`config.mk`:
```
export PLATFORM = sky130hd
export DESIGN_NAME = kirby_anim_sequencer
export DESIGN_NICKNAME = d
export VERILOG_FILES = /design/src/rtl/kirby_anim_pkg.sv /design/src/rtl/kirby_anim_sequencer_tick_div.sv /design/src/rtl/kirby_anim_sequencer.sv
export SDC_FILE = /design/constraint.sdc
export NUM_CORES = 1
export LEC_CHECK = 0
export ABC_AREA = 1
export CAP_MARGIN = 40
export CORE_UTILIZATION = 46
export CTS_CLUSTER_SIZE = 20
export DETAILED_ROUTE_END_ITERATION = 6
export PLACE_DENSITY = 0.74
export REMOVE_ABC_BUFFERS = 1
export SLEW_MARGIN = 40
export SYNTH_ARGS = -nofsm -noshare
export SYNTH_HDL_FRONTEND = slang
export SYNTH_SLANG_ARGS = --single-unit
```
`constraint.sdc`:
```
create_clock -name Clk -period 1.46 [get_ports Clk]
set_input_delay 0.292 -clock Clk [delete_from_list [all_inputs] [get_ports Clk]]
set_output_delay 0.292 -clock Clk [all_outputs]
set_load 0.01 [all_outputs]
```
`src/rtl/kirby_anim_pkg.sv`:
```
// kirby_anim_pkg
// Shared definitions for the Kirby sprite animation path: the action
// indices, the per-action frame counts (also read by the sprite-sheet
// frame mapper), which actions play once, and the sequencer state type.
package kirby_anim_pkg;

    localparam logic [2:0] NUM_ACTIONS = 3'd3;

    localparam logic [2:0] ACT_IDLE   = 3'd0;
    localparam logic [2:0] ACT_WALK   = 3'd1;
    localparam logic [2:0] ACT_INHALE = 3'd2;

    // Frames per action, indexed by action. 10-bit entries to match the mapper.
    localparam logic [9:0] FRAME_NUMBER [int'(NUM_ACTIONS)] = '{10'd2, 10'd10, 10'd10};

    // Bit n set: action n plays once and then returns to idle.
    localparam logic [2:0] ONESHOT_MASK = 3'b100;

    typedef enum logic [1:0] {
        S_LOOP,
        S_ONESHOT,
        S_DONE
    } anim_state_t;

    // Frame count of an action, truncated to the 4-bit frame index width.
    // Unknown actions report the idle count; callers map them beforehand.
    function automatic logic [3:0] frame_count(input logic [2:0] act);
        logic [9:0] n;
        n = FRAME_NUMBER[0];
        case (act)
            ACT_WALK:   n = FRAME_NUMBER[1];
            ACT_INHALE: n = FRAME_NUMBER[2];
            default:    n = FRAME_NUMBER[0];
        endcase
        return n[3:0];
    endfunction

    function automatic logic is_oneshot(input logic [2:0] act);
        logic [7:0] m;
        m = {5'b0, ONESHOT_MASK};
        return m[act];
    endfunction

endpackage

```
`src/rtl/kirby_anim_sequencer_tick_div.sv`:
```
// anim_tick_divider
// Counts frame_tick pulses 0..TICKS_PER_FRAME-1 and emits a one-cycle
// advance pulse on the pulse that lands on the terminal count.
// Ports:
//   Clk, Reset_n  - clock, async active-low reset
//   frame_tick    - one pulse per video frame
//   pause         - hold the count, ignore frame_tick
//   clear         - reload 0 and suppress advance (a new animation starts)
//   advance       - move to the next sprite frame this cycle
module anim_tick_divider #(
    parameter int TICKS_PER_FRAME = 6
) (
    input  logic Clk,
    input  logic Reset_n,
    input  logic frame_tick,
    input  logic pause,
    input  logic clear,
    output logic advance
);

    localparam int TW = (TICKS_PER_FRAME > 1) ? $clog2(TICKS_PER_FRAME) : 1;
    localparam logic [TW-1:0] TERM = TW'(TICKS_PER_FRAME - 1);

    logic [TW-1:0] r_tick;
    logic          w_tick_en;
    logic          w_term;

    assign w_tick_en = frame_tick & ~pause & ~clear;
    assign w_term    = (r_tick == TERM);
    assign advance   = w_tick_en & w_term;

    always_ff @(posedge Clk or negedge Reset_n) begin
        if (!Reset_n) begin
            r_tick <= '0;
        end else if (clear) begin
            r_tick <= '0;
        end else if (w_tick_en) begin
            r_tick <= w_term ? '0 : r_tick + TW'(1);
        end
    end

endmodule

```
`src/rtl/kirby_anim_sequencer.sv`:
```
// kirby_anim_sequencer
// Accepts action requests, holds each sprite frame for TICKS_PER_FRAME
// video frames and walks the frame index through the action's frame count,
// looping or playing once.
// Ports:
//   Clk, Reset_n                - clock, async active-low reset
//   frame_tick, pause           - video frame pulse, animation freeze
//   req_valid/req_action/req_ready - action request handshake
//   character_action_idx        - current action to the frame mapper
//   character_action_frame_idx  - current frame within that action
//   anim_done                   - one-cycle pulse when a one-shot ends
//
// state     | meaning
// S_LOOP    | looping action playing, requests accepted
// S_ONESHOT | one-shot playing, requests held off
// S_DONE    | one-shot finished, single cycle, reload idle
module kirby_anim_sequencer
    import kirby_anim_pkg::*;
#(
    parameter int         TICKS_PER_FRAME = 6,
    parameter logic [2:0] IDLE_ACTION     = ACT_IDLE
) (
    input  logic       Clk,
    input  logic       Reset_n,
    input  logic       frame_tick,
    input  logic       pause,
    input  logic       req_valid,
    input  logic [2:0] req_action,
    output logic       req_ready,
    output logic [2:0] character_action_idx,
    output logic [3:0] character_action_frame_idx,
    output logic       anim_done
);

    anim_state_t r_state, w_state_nxt;
    logic [2:0]  r_action, w_action_nxt;
    logic [3:0]  r_frame, w_frame_nxt;
    logic [2:0]  w_req_act;
    logic        w_load;
    logic        w_clear;
    logic        w_advance;
    logic        w_last;

    assign w_req_act = (req_action >= NUM_ACTIONS) ? IDLE_ACTION : req_action;

    // Re-requesting the running looping action is a no-op, so it must not
    // restart the counters.
    assign w_load  = (r_state == S_LOOP) && req_valid &&
                     ((w_req_act != r_action) || is_oneshot(w_req_act));
    assign w_clear = w_load || (r_state == S_DONE);
    assign w_last  = (r_frame == frame_count(r_action) - 4'd1);

    anim_tick_divider #(
        .TICKS_PER_FRAME (TICKS_PER_FRAME)
    ) u_tick_div (
        .Clk        (Clk),
        .Reset_n    (Reset_n),
        .frame_tick (frame_tick),
        .pause      (pause),
        .clear      (w_clear),
        .advance    (w_advance)
    );

    always_comb begin
        w_state_nxt  = r_state;
        w_action_nxt = r_action;
        w_frame_nxt  = r_frame;
        case (r_state)
            S_LOOP: begin
                if (w_load) begin
                    w_action_nxt = w_req_act;
                    w_frame_nxt  = 4'd0;
                    if (is_oneshot(w_req_act)) w_state_nxt = S_ONESHOT;
                end else if (w_advance) begin
                    w_frame_nxt = w_last ? 4'd0 : r_frame + 4'd1;
                end
            end
            S_ONESHOT: begin
                if (w_advance) begin
                    if (w_last) w_state_nxt = S_DONE;
                    else        w_frame_nxt = r_frame + 4'd1;
                end
            end
            S_DONE: begin
                w_action_nxt = IDLE_ACTION;
                w_frame_nxt  = 4'd0;
                w_state_nxt  = S_LOOP;
            end
            default: begin
                w_state_nxt = S_LOOP;
            end
        endcase
    end

    always_ff @(posedge Clk or negedge Reset_n) begin
        if (!Reset_n) begin
            r_state  <= S_LOOP;
            r_action <= IDLE_ACTION;
            r_frame  <= 4'd0;
        end else begin
            r_state  <= w_state_nxt;
            r_action <= w_action_nxt;
            r_frame  <= w_frame_nxt;
        end
    end

    assign req_ready                  = (r_state == S_LOOP);
    assign anim_done                  = (r_state == S_DONE);
    assign character_action_idx       = r_action;
    assign character_action_frame_idx = r_frame;

endmodule

```
Word-level counts from Yosys, hierarchy flattened
Memories as Yosys holds them, arrays and structs flattened.
Cells that the tools add are included.

storage, ports and cells
  memory bits (read-only) = 8
  word-level logic and storage cells = 59
  bits of input ports = 8
  output and inout bits = 9
  memories = 1
  register bits after elaboration = 12

cells by class
  equal/unequal tests = 13
  bitwise gates (word level) = 5
  reduce and logical (&&, ||, !) cells = 12
  add/sub/neg operators = 3
  multiplexer cells = 19
  order comparisons = 2

memories
  memory            depth  width  rd ports  clocked after Yosys merged registers in  write ports  line                  RTL
  (name not given)  8      1      1         0                                        0            kirby_anim_pkg.sv:41  return m[act];

operator list
  operator                                                    number
  2-to-1 mux 4 bit                                            6
  2-to-1 mux 3 bit                                            5
  case mux 4 bit (3 select lines)                             1
  2-to-1 mux 2 bit                                            4
  AND reduction 4 bit                                         2
  != test 2 x 1 -> 1 bit, second input constant               3
  case mux 3 bit (2 select lines)                             1
  adder 4 x 1 -> 4 bit, second input constant                 1
  equality test 4 bit                                         1
  less-than comparator 3 x 4 -> 1 bit, second input constant  1
  != test 2 bit, second input constant                        2
  case mux 2 bit (2 select lines)                             1
  nonzero test 2 bit                                          2
  subtractor 4 x 1 -> 4 bit, second input constant            1
  adder 3 x 1 -> 3 bit, second input constant                 1
  bitwise AND 1 bit                                           3
  equality test 3 x 1 -> 1 bit, second input constant         1
  equality test 3 x 2 -> 1 bit, second input constant         1
  equality test 3 bit, second input constant                  1
  >= comparator 3 x 2 -> 1 bit, second input constant         1
  != test 3 x 1 -> 1 bit, second input constant               1
  != test 3 bit                                               1
  nonzero test 3 bit                                          1
  equality test 2 x 1 -> 1 bit, second input constant         1
  other kinds (8)                                             11

Logic depth before layout (Yosys ltp)
Gate-level depths: netlist of run 1.

  depth after elaboration = 13
  depth in mapped cells = 13
  gate-level depth less buffers = 13

By module
Synthesis of run 1 repeated with hierarchy kept, for this count alone.

second synthesis, totals
  cell total of the unflattened synthesis = 128
  area total of the unflattened synthesis = 892.1 µm²

modules (own cells, without submodules)
  module                area an instance (µm²)  seq. area each (µm²)  instances  cells an instance
  kirby_anim_sequencer  708.2                   225.2                 1          99
  anim_tick_divider     183.9                   75.1                  1          29

Worst setup path before layout of run 1
Ideal clock, no wire load.

  path type = register to register
  from = register r_state[0]
  to = register r_state[0]
  buffers on the path = 0
  slack = -68 ps
  stages on the path, launching flop included = 10
  period minus slack after synthesis = 1528 ps
  arrival time = 1411 ps
  setup time = 117 ps
  path through = dfrtp_1 -> inv_1 -> ha_1 -> nand2_1 -> clkinv_2 -> nand2_4 -> a21oi_2 -> nand3_2 -> nand2_1 -> nand2_1

between the ends
  word-level cells in the longest chain between the ends = 9

ends and longest elaborated chain
  what                                     line                                 RTL
  start, declared                          kirby_anim_sequencer.sv:35           anim_state_t r_state, w_state_nxt;
  start signal, assigned                   kirby_anim_sequencer.sv:101          r_state <= w_state_nxt;
  logical NOT 2 bit (*)                    -
  net req_ready                            kirby_anim_sequencer.sv:29           output logic req_ready,
  logical AND 1 bit (2 in a row)           kirby_anim_sequencer.sv:48           assign w_load = (r_state == S_LOOP) && req_valid &&
  logical OR 1 bit                         kirby_anim_sequencer.sv:50           assign w_clear = w_load || (r_state == S_DONE);
  NOT 1 bit                                kirby_anim_sequencer_tick_div.sv:28  assign w_tick_en = frame_tick & ~pause & ~clear;
  bitwise AND 1 bit                        kirby_anim_sequencer_tick_div.sv:28
  bitwise AND 1 bit                        kirby_anim_sequencer_tick_div.sv:30  assign advance = w_tick_en & w_term;
  != test 2 x 1 -> 1 bit (no source line)  -
  AND reduction 4 bit (no source line)     -

The timed path passes the listed nets; every way through them passes the cells marked *.
A chain may end at the register's enable or synchronous reset.

Final worst setup path of run 1
  from = register r_action[1], in the netlist character_action_idx[1]
  to = register r_frame[2], in the netlist character_action_frame_idx[2]

between the ends
  word-level cells in the longest chain between the ends = 9

ends and longest elaborated chain
  what                                                                     line                                                             RTL
  start, declared                                                          kirby_anim_sequencer.sv:36                                       logic [2:0] r_action, w_action_nxt;
  start signal, assigned                                                   kirby_anim_sequencer.sv:102                                      r_action <= w_action_nxt;
  equality test 3 x 2 -> 1 bit, or another cell as far along               kirby_anim_pkg.sv:30                                             case (act)
  OR reduction 2 bit (no source line) or logical OR 1 bit (tied branches)  -
  2-to-1 mux 4 bit or logical AND 1 bit (tied branches)                    kirby_anim_pkg.sv:30, kirby_anim_sequencer.sv:48
  subtractor 4 x 1 -> 4 bit or logical OR 1 bit (tied branches)            kirby_anim_sequencer.sv:51, kirby_anim_sequencer.sv:50
  equality test 4 bit or NOT 1 bit (tied branches)                         kirby_anim_sequencer.sv:51, kirby_anim_sequencer_tick_div.sv:28
  2-to-1 mux 4 bit or bitwise AND 1 bit (tied branches)                    kirby_anim_sequencer.sv:75, kirby_anim_sequencer_tick_div.sv:28
  2-to-1 mux 4 bit or bitwise AND 1 bit (tied branches)                    kirby_anim_sequencer.sv:74, kirby_anim_sequencer_tick_div.sv:30
  2-to-1 mux 4 bit, or another cell as far along                           kirby_anim_sequencer.sv:70                                       if (w_load) begin
  case mux 4 bit (3 select lines) or AND reduction 4 bit (tied branches)   -
  end signal, assigned                                                     kirby_anim_sequencer.sv:103                                      r_frame <= w_frame_nxt;
  end, declared                                                            kirby_anim_sequencer.sv:37                                       logic [3:0] r_frame, w_frame_nxt;

Several ways; a longest one is shown, not always the timed one. The select of a mux whose other input is x is not followed.

==> results.md, run 1 <==
- Routed via count: roughly 930
- Post-DP HPWL: approximately 1600 µm
- Number of synthesis warnings: 0
- Detail-routed via count per cell: between 4 and 5
- GRT Util Overall: 22.4%
- Buf/Inv on CP: 2
- Adder-Cell Fraction of Synth Area: between 6 and 7%
- Worst path arrival time: 1.66 ns
- Starting Density: about 49%
- Leakage: just over 0.7 nW
- Status: complete, but fails checks
- Die width: 47.3 µm
- Setup violators final: 4
- Root buffer cell: clkbuf_4
- Crit path largest cell delay: roughly 0.42 ns
- Synth area leader: dfrtp_1
- Cell total after placement: between 150 and 200
- DR iter-0 viols: 20
- Final Cycle Share: 102%
- Placeable Area: 0.00194 mm²
- Startpoint Class: flop
- Grt ovf: 0
- Vias in the first global route: 872
- Cell with the most instances after synthesis: nand2_1
- Syn Area/Cell: 7.67 µm²
- NetSw: approximately 1.2 mW
- Tmin final: between 1 and 1.5 ns
- Top cells by count, synth: nand2_1, inv_1, nand3_1, dfrtp_1, o21ai_0
- Crit Path Class: reg2reg
- Routability cong.: around 0.8
- Clk slew on worst S/H paths: roughly 0.07 ns
- Mux contribution to synthesized area: 0%
- Violations in the final reports: negative setup slack
- Slew HR: between 70 and 80%
- Slew at the pin closest to its max-slew limit: approximately 0.36 ns
- Worst Skew: ~0.0018 ns
- Drt drc: 0
- Final cell count without fillers: around 190
- Slowest stage cell, crit path: dfrtp_1
- Detailed Route WL: about 2300 µm
- Largest family of logic cells by synthesized area: simple AND/OR/NAND/NOR gates
- Top cells by area, synth: dfrtp_1, nand2_1, nand3_1, inv_1, ha_1
- Num ports: 17
- Final Hold Viols: 0
- CTS tree: built
- Number of flops mapped to enable cells by yosys: 0
- Area delta synth->final: 43.6%
- Layout Utilization: a little over two thirds
- Internal cell power: roughly 1.3 mW
- HP Class: in2async
- Chip Height: 47.3 µm
- Crit-path cells: buf_4 -> nand2_2 -> nand2_2 -> inv_2 -> nand3_4 -> nand2_4 -> nand4_4 -> nand2_4 -> nand2_4 -> nand2_1 -> nand2_1
- Routed length per instance: about 12 µm
- Fmax: 670 MHz
- Final #Nets: roughly 180
- Unrepaired setup endpoints after global routing: yes
- Post-Synthesis Cell Area: ~940 µm²
- Synth Instances: roughly 120
- Post-route ant nets: 0
- Worst-Skew Late Latency: 0.27 ns
- Most used cell, CP: nand2_4
- Part of the power in registers: around a fifth
- Share of cells above drive strength 1: roughly 37%
- Comb pwr share: 70.4%
- Yosys reg bits: 12
- CP top delay family: simple AND/OR/NAND/NOR gates
- Pre-CTS WS: -0.410 ns
- Net Sw Frac: about half
- Worst setup EP type: flop
- First-pass GRT wire length: between 3000 and 4000 µm
- H-tree levels: 1
- Die ar.: 0.00224 mm²
- CTS max path bufs: 2
- Crit-path max FO: 5
- Max-slew violations: 0
- CTS sink count: 12
- Max Cap Viol: 0
- Initial antenna violation count: 0
- Post-synthesis sequential area ratio: a little under a third
- Worst Path Required: roughly 1.6 ns
- Clock share of power: under 10%
- Top cell type's share of synthesized area: around a third
- Most used DFF post-synth: dfrtp_1
- Largest net degree at the start of global routing: 13
- Pwr/cell area: ~1800 mW/mm²
- DRT Pass-1 Iters: 4
- Final WS setup: -0.0325 ns
- Number of buffers added on ports: 16
- Compound-cell area share of the yosys netlist: between 8 and 9%
- Synth Area in Simple Gates: 38.3%
- Fraction of synthesized cell area in xor and xnor cells: 1.86%
- Synth cell types: 23
- Maximum vdd drop: 1650 µV
- Fillcell total: approximately 170
- CTS Buf Count: 3
- Number of antenna diodes: 0
- Async SR Flop Fraction: between 90% and 100%
- Num rows: 16
worst paths after layout:
path	end	cells past startpoint	startpoint	slack [ns]
min	character_action_idx[2]	2	Reset_n	0.31
min reg2reg	character_action_frame_idx[3]	2	character_action_frame_idx[3]	0.55
min in group Clk	character_action_frame_idx[3]	2	character_action_frame_idx[3]	0.55
max	character_action_frame_idx[2]	11	character_action_idx[1]	-0.03
max reg2reg	character_action_frame_idx[2]	11	character_action_idx[1]	-0.03
max in group asynchronous	character_action_frame_idx[0]	2	Reset_n	0.98
cells by family after synthesis:
family	count (synthesis)
adders and majority gates	5
DFF	12
and+or+nand+nor	65
xor gates and xnor gates	2
AOI/OAI and AO/OA	14
buffers and inverters	25
metal layers:
layer	vias up	GRT usage [%]	share of wire (%)
met3	6	6.54	3.6
met2	19	38.6	50
met1	427	25.5	44
li1	480	-	-
met4	0	9.71	2.4
met5	-	0	0
per-stage QoR:
step	power, mW	area [µm²]	setup TNS [ns]	hold slack, ns
2_1_floorplan	1.46	911	-0.367	-0.00359
3_3_place_gp	1.91	1190	-3.77	0.516
4_1_cts	2.27	1290	-0.0216	0.313
3_5_place_dp	1.95	1190	-4.42	0.521
5_1_grt	2.68	1360	-0.858	0.341
6_report	2.46	1360	-0.0784	0.312
cell type report:
| cell class | instances | area (µm²) | share of cell area [%] |
|---|---|---|---|
| Multi-Input combinational cell | 87 | 612 | 45.2 |
| Sequential cell | 12 | 302 | 22.3 |
| Timing Repair Buffer | 35 | 294 | 21.7 |
| Inverter | 24 | 91.3 | 6.74 |
| Tap cell | 27 | 33.8 | 2.49 |
| Clock buffer | 3 | 22.5 | 1.66 |
cells in the final DEF, fill, tap and decap left out:
cell type        count
nand3_4              1
nand2_4              5
nor2_1               2
inv_1               14
o21ai_1              3
nor3_1               1
clkinv_2             1
nand2_2              9
dlymetal6s2s_1       1
xor2_1               2
dlygate4sd2_1        9
nand3_2              4
o22ai_1              3
nand3b_1             1
a21oi_4              1
o21ai_0              7
ha_4                 2
inv_2                8
ha_1                 2
nand2_1             20
buf_2                1
nand3_1             16
clkdlybuf4s15_2      1
nand4_1              5
dfrtp_2              1
clkinv_1             1
clkbuf_4             3
buf_4               18
buf_6                1
nand4_4              2
ha_2                 1
clkdlybuf4s50_1      4
dfrtp_1             11
what timing repair did:
action	in CTS	in global routing
pin swaps	3	3
buffers inserted	5	2
hold buffers	0	0
gates cloned	1	0
resized for setup	28	17
endpoints found under the setup margin	18	13
power groups by stage:
| stage | Sequential, mW | Combinational [mW] | Clock [mW] |
|---|---|---|---|
| finish | 0.526 | 1.73 | 0.204 |
| global route | 0.539 | 1.92 | 0.220 |
| CTS | 0.516 | 1.54 | 0.213 |
| detailed placement | 0.535 | 1.41 | 0 |
| global placement | 0.532 | 1.37 | 0 |
| floorplan | 0.548 | 0.913 | 0 |
sequential cells by signal (all words and copies together), names as in the netlist:
signal,count
character_action_frame_idx,4
character_action_idx,3
u_tick_div.r_tick,3
r_state,2
Note: power is estimated with default switching activity, not from simulation.
==> run 2, diff against run 1 <==
TNS_END_PERCENT = 10   (was unset)
==> run 2 against run 1 <==
The flow still finishes with violations (negative setup slack). Hold slack worse by 0.0022 ns. Setup slack gained 0.015 ns. Cell area down 4.2%. First-iteration DRC count down 35%. Non-clock buffer count down 4. Die area stayed put. Sequential share of layout area rose by 0.99 points. Utilization fell by 3.0 points. Sequential power is 1% higher. Clock-buffer cell count unchanged. Critical path type is now reg2out. Critical endpoint is now req_ready. Largest cell class unchanged. Largest power group unchanged. Highest routed layer unchanged.
==> results.md, run 2 (synthesis gave the netlist of run 1 again) <==
- Share of cells above drive strength 1: 34.4% (-2.3 points)
- Tmin final: 1.48 ns (-0.0148 ns)
- Area delta synth->final: 37.5%
- Detailed Route WL: 2100 µm (-6.7%)
- Tot Pwr: 2.35 mW (-4.5%)
- Reg2Reg Depth: 11 (unchanged)
- Worst Path Required: 1.17 ns (-0.46 ns)
- M1 GR Usage: 25.1% (-0.46 points)
- Status: complete, but fails checks
- Unrepaired setup endpoints after global routing: yes
- Worst path arrival time: 1.19 ns (-0.47 ns)
- Maximum vdd drop: 1550 µV (-5.9%)
- GR peak layer: met2
- Register area: 302 µm² (unchanged)
- Met3 Use GR: 5.77% (-0.77 points)
- Most common cell after layout, fill and taps aside: nand2_1
- Reg2Reg Launch Point: character_action_idx[1]
- CTS tree: built
- Dpl cell area: 0.00119 mm² (unchanged)
- Die ar.: 0.00224 mm² (unchanged)
- Root buffer cell: clkbuf_4
- Final WS setup: -0.0176 ns (+0.0148 ns)
- Initial antenna violation count: 0 (unchanged)
- DR iter-0 viols: 13 (-35%)
- Max Cap Viol: 0 (unchanged)
- Final #Nets: 172 (-2.3%)
- Num rows: 16 (unchanged)
- Crit path from: r_state[0]
- CTS Buf Count: 3 (unchanged)
- HP Class: in2async
- Number of buffers added on ports: 16 (unchanged)
- Post-route ant nets: 0 (unchanged)
- Leakage: 0.681 nW (-3.4%)
- Startpoint Class: flop
- Routed length per instance: 11.4 µm (-4.6%)
- Clk slew on worst S/H paths: 0.07 ns (about the same)
- Pwr/cell area: 1810 mW/mm² (-0.29%)
- Grt ovf: 0 (unchanged)
- Post-DP HPWL: 1610 µm (unchanged)
- Chip Height: 47.3 µm (unchanged)
- Worst-Skew Late Latency: 0.28 ns (about the same)
- Final Hold Viols: 0 (unchanged)
- Crit Path Class: reg2out
- Routability cong.: 0.816 (unchanged)
- Starting Density: 48.6% (unchanged)
- Setup violators final: 1 (-3)
- Final Cycle Share: 101% (-1.0 points)
- Worst Skew: 0.00303 ns (+0.00125 ns)
- GRT Util Overall: 21.4% (-1.0 points)
- Worst setup EP type: primary output
- Fillcell total: 184 (+6.4%)
- Vias in the first global route: 834 (-4.4%)
- Num ports: 17 (unchanged)
- CTS sink count: 12 (unchanged)
- Slew at the pin closest to its max-slew limit: 0.363 ns (+0.00459 ns)
- DRT Pass-1 Iters: 4 (unchanged)
- Crit-path max FO: 3 (-2)
- R2R Path End: r_state[1]
- Crit path to: req_ready
- Finished layout cell area: 0.00130 mm² (-4.2%)
- Routed via count: 895 (-4.0%)
- CTS max path bufs: 2 (unchanged)
- Violations in the final reports: negative setup slack
- Placeable Area: 0.00194 mm² (unchanged)
- Number of antenna diodes: 0 (unchanged)
- Die width: 47.3 µm (unchanged)
- Most frequent cells in the layout: nand2_1, nand3_1, inv_1, buf_4, dfrtp_1
- Max reg flops: 4 (unchanged)
- Slew HR: 75.6% (-0.31 points)
- Fmax: 677 MHz (+1.0%)
- H-tree levels: 1 (unchanged)
- Setup slack, reg-to-reg: 0.02 ns (+0.05 ns)
- Layout Utilization: 66.8% (-3.0 points)
- First-pass GRT wire length: 3280 µm (-4.4%)
- Max-slew violations: 0 (unchanged)
- Detail-routed via count per cell: 4.86 (-1.9%)
- Drt drc: 0 (unchanged)
- Hold Buf Count CTS: 0 (unchanged)
- Largest net degree at the start of global routing: 13 (unchanged)
- GR Layer Usage met2: 36.7% (-1.9 points)
- Area of the multi-input gates: 584 µm² (-4.5%)
## run 2: cell types whose count changed in the layout (fill, tap and decap cells not counted), sizes merged
cell / change
buf: -4
## run 2: report_power, final
part | leakage, nW | switching (mW) | internal [mW]
Clock | 0.0138 | 0.110 | 0.0957
Sequential | 0.159 | 0.0913 | 0.441
Combinational | 0.508 | 0.943 | 0.670
Total | 0.681 | 1.14 | 1.21
## run 2: final cells by class
| cell class | instances | share of cell area [%] |
|---|---|---|
| clock buffers | 3 | 1.74 |
| inverters | 24 | 7.04 |
| multi-input cells | 87 | 45.0 |
| flip-flops and latches | 12 | 23.2 |
| well taps | 27 | 2.60 |
| repair buffers | 31 | 20.3 |
## run 2: per-stage QoR
stage	instances	setup WS (ns)	hold slack (ns)	TNS, ns
after global routing	184	-0.101	0.341	-0.486
final	184	-0.0176	0.310	-0.0176
after floorplan	122	-0.0678	-0.00359	-0.367
after global placement	177	-0.362	0.516	-3.77
after CTS	181	-0.0411	0.313	-0.0946
after detailed placement	177	-0.410	0.521	-4.42
## run 2: worst max-delay path, cell delays in order (launching register included)
cell             delay, ns
dfrtp_1               0.39
inv_1                 0.09
ha_2                  0.21
clkdlybuf4s15_2       0.23
## run 2: per-layer routing
metal | routed length, µm | share of wire (%) | vias up
met5 | 0 | 0 | -
met4 | 23 | 1.1 | 0
met3 | 71 | 3.4 | 5
met2 | 1030 | 49 | 14
met1 | 982 | 47 | 401
li1 | - | - | 475
## run 2: repair_timing
item                                   in CTS  in global routing
resized for setup                          25                 16
endpoints found under the hold margin       0                  0
cloned                                      0                  1
setup endpoints to repair                  18                 12
buffers inserted                            1                  2
pin swaps                                   0                  2
## run 2: how the worst min path moves through the flow
stage | end | slack, ns | cells past startpoint
2_1_floorplan | character_action_frame_idx[0] | -0.004 | 0
3_3_place_gp | character_action_frame_idx[3] | 0.52 | 2
3_5_place_dp | character_action_frame_idx[3] | 0.52 | 2
4_1_cts | character_action_frame_idx[1] | 0.31 | 2
5_1_grt | character_action_frame_idx[1] | 0.34 | 2
6_report | character_action_idx[2] | 0.31 | 2
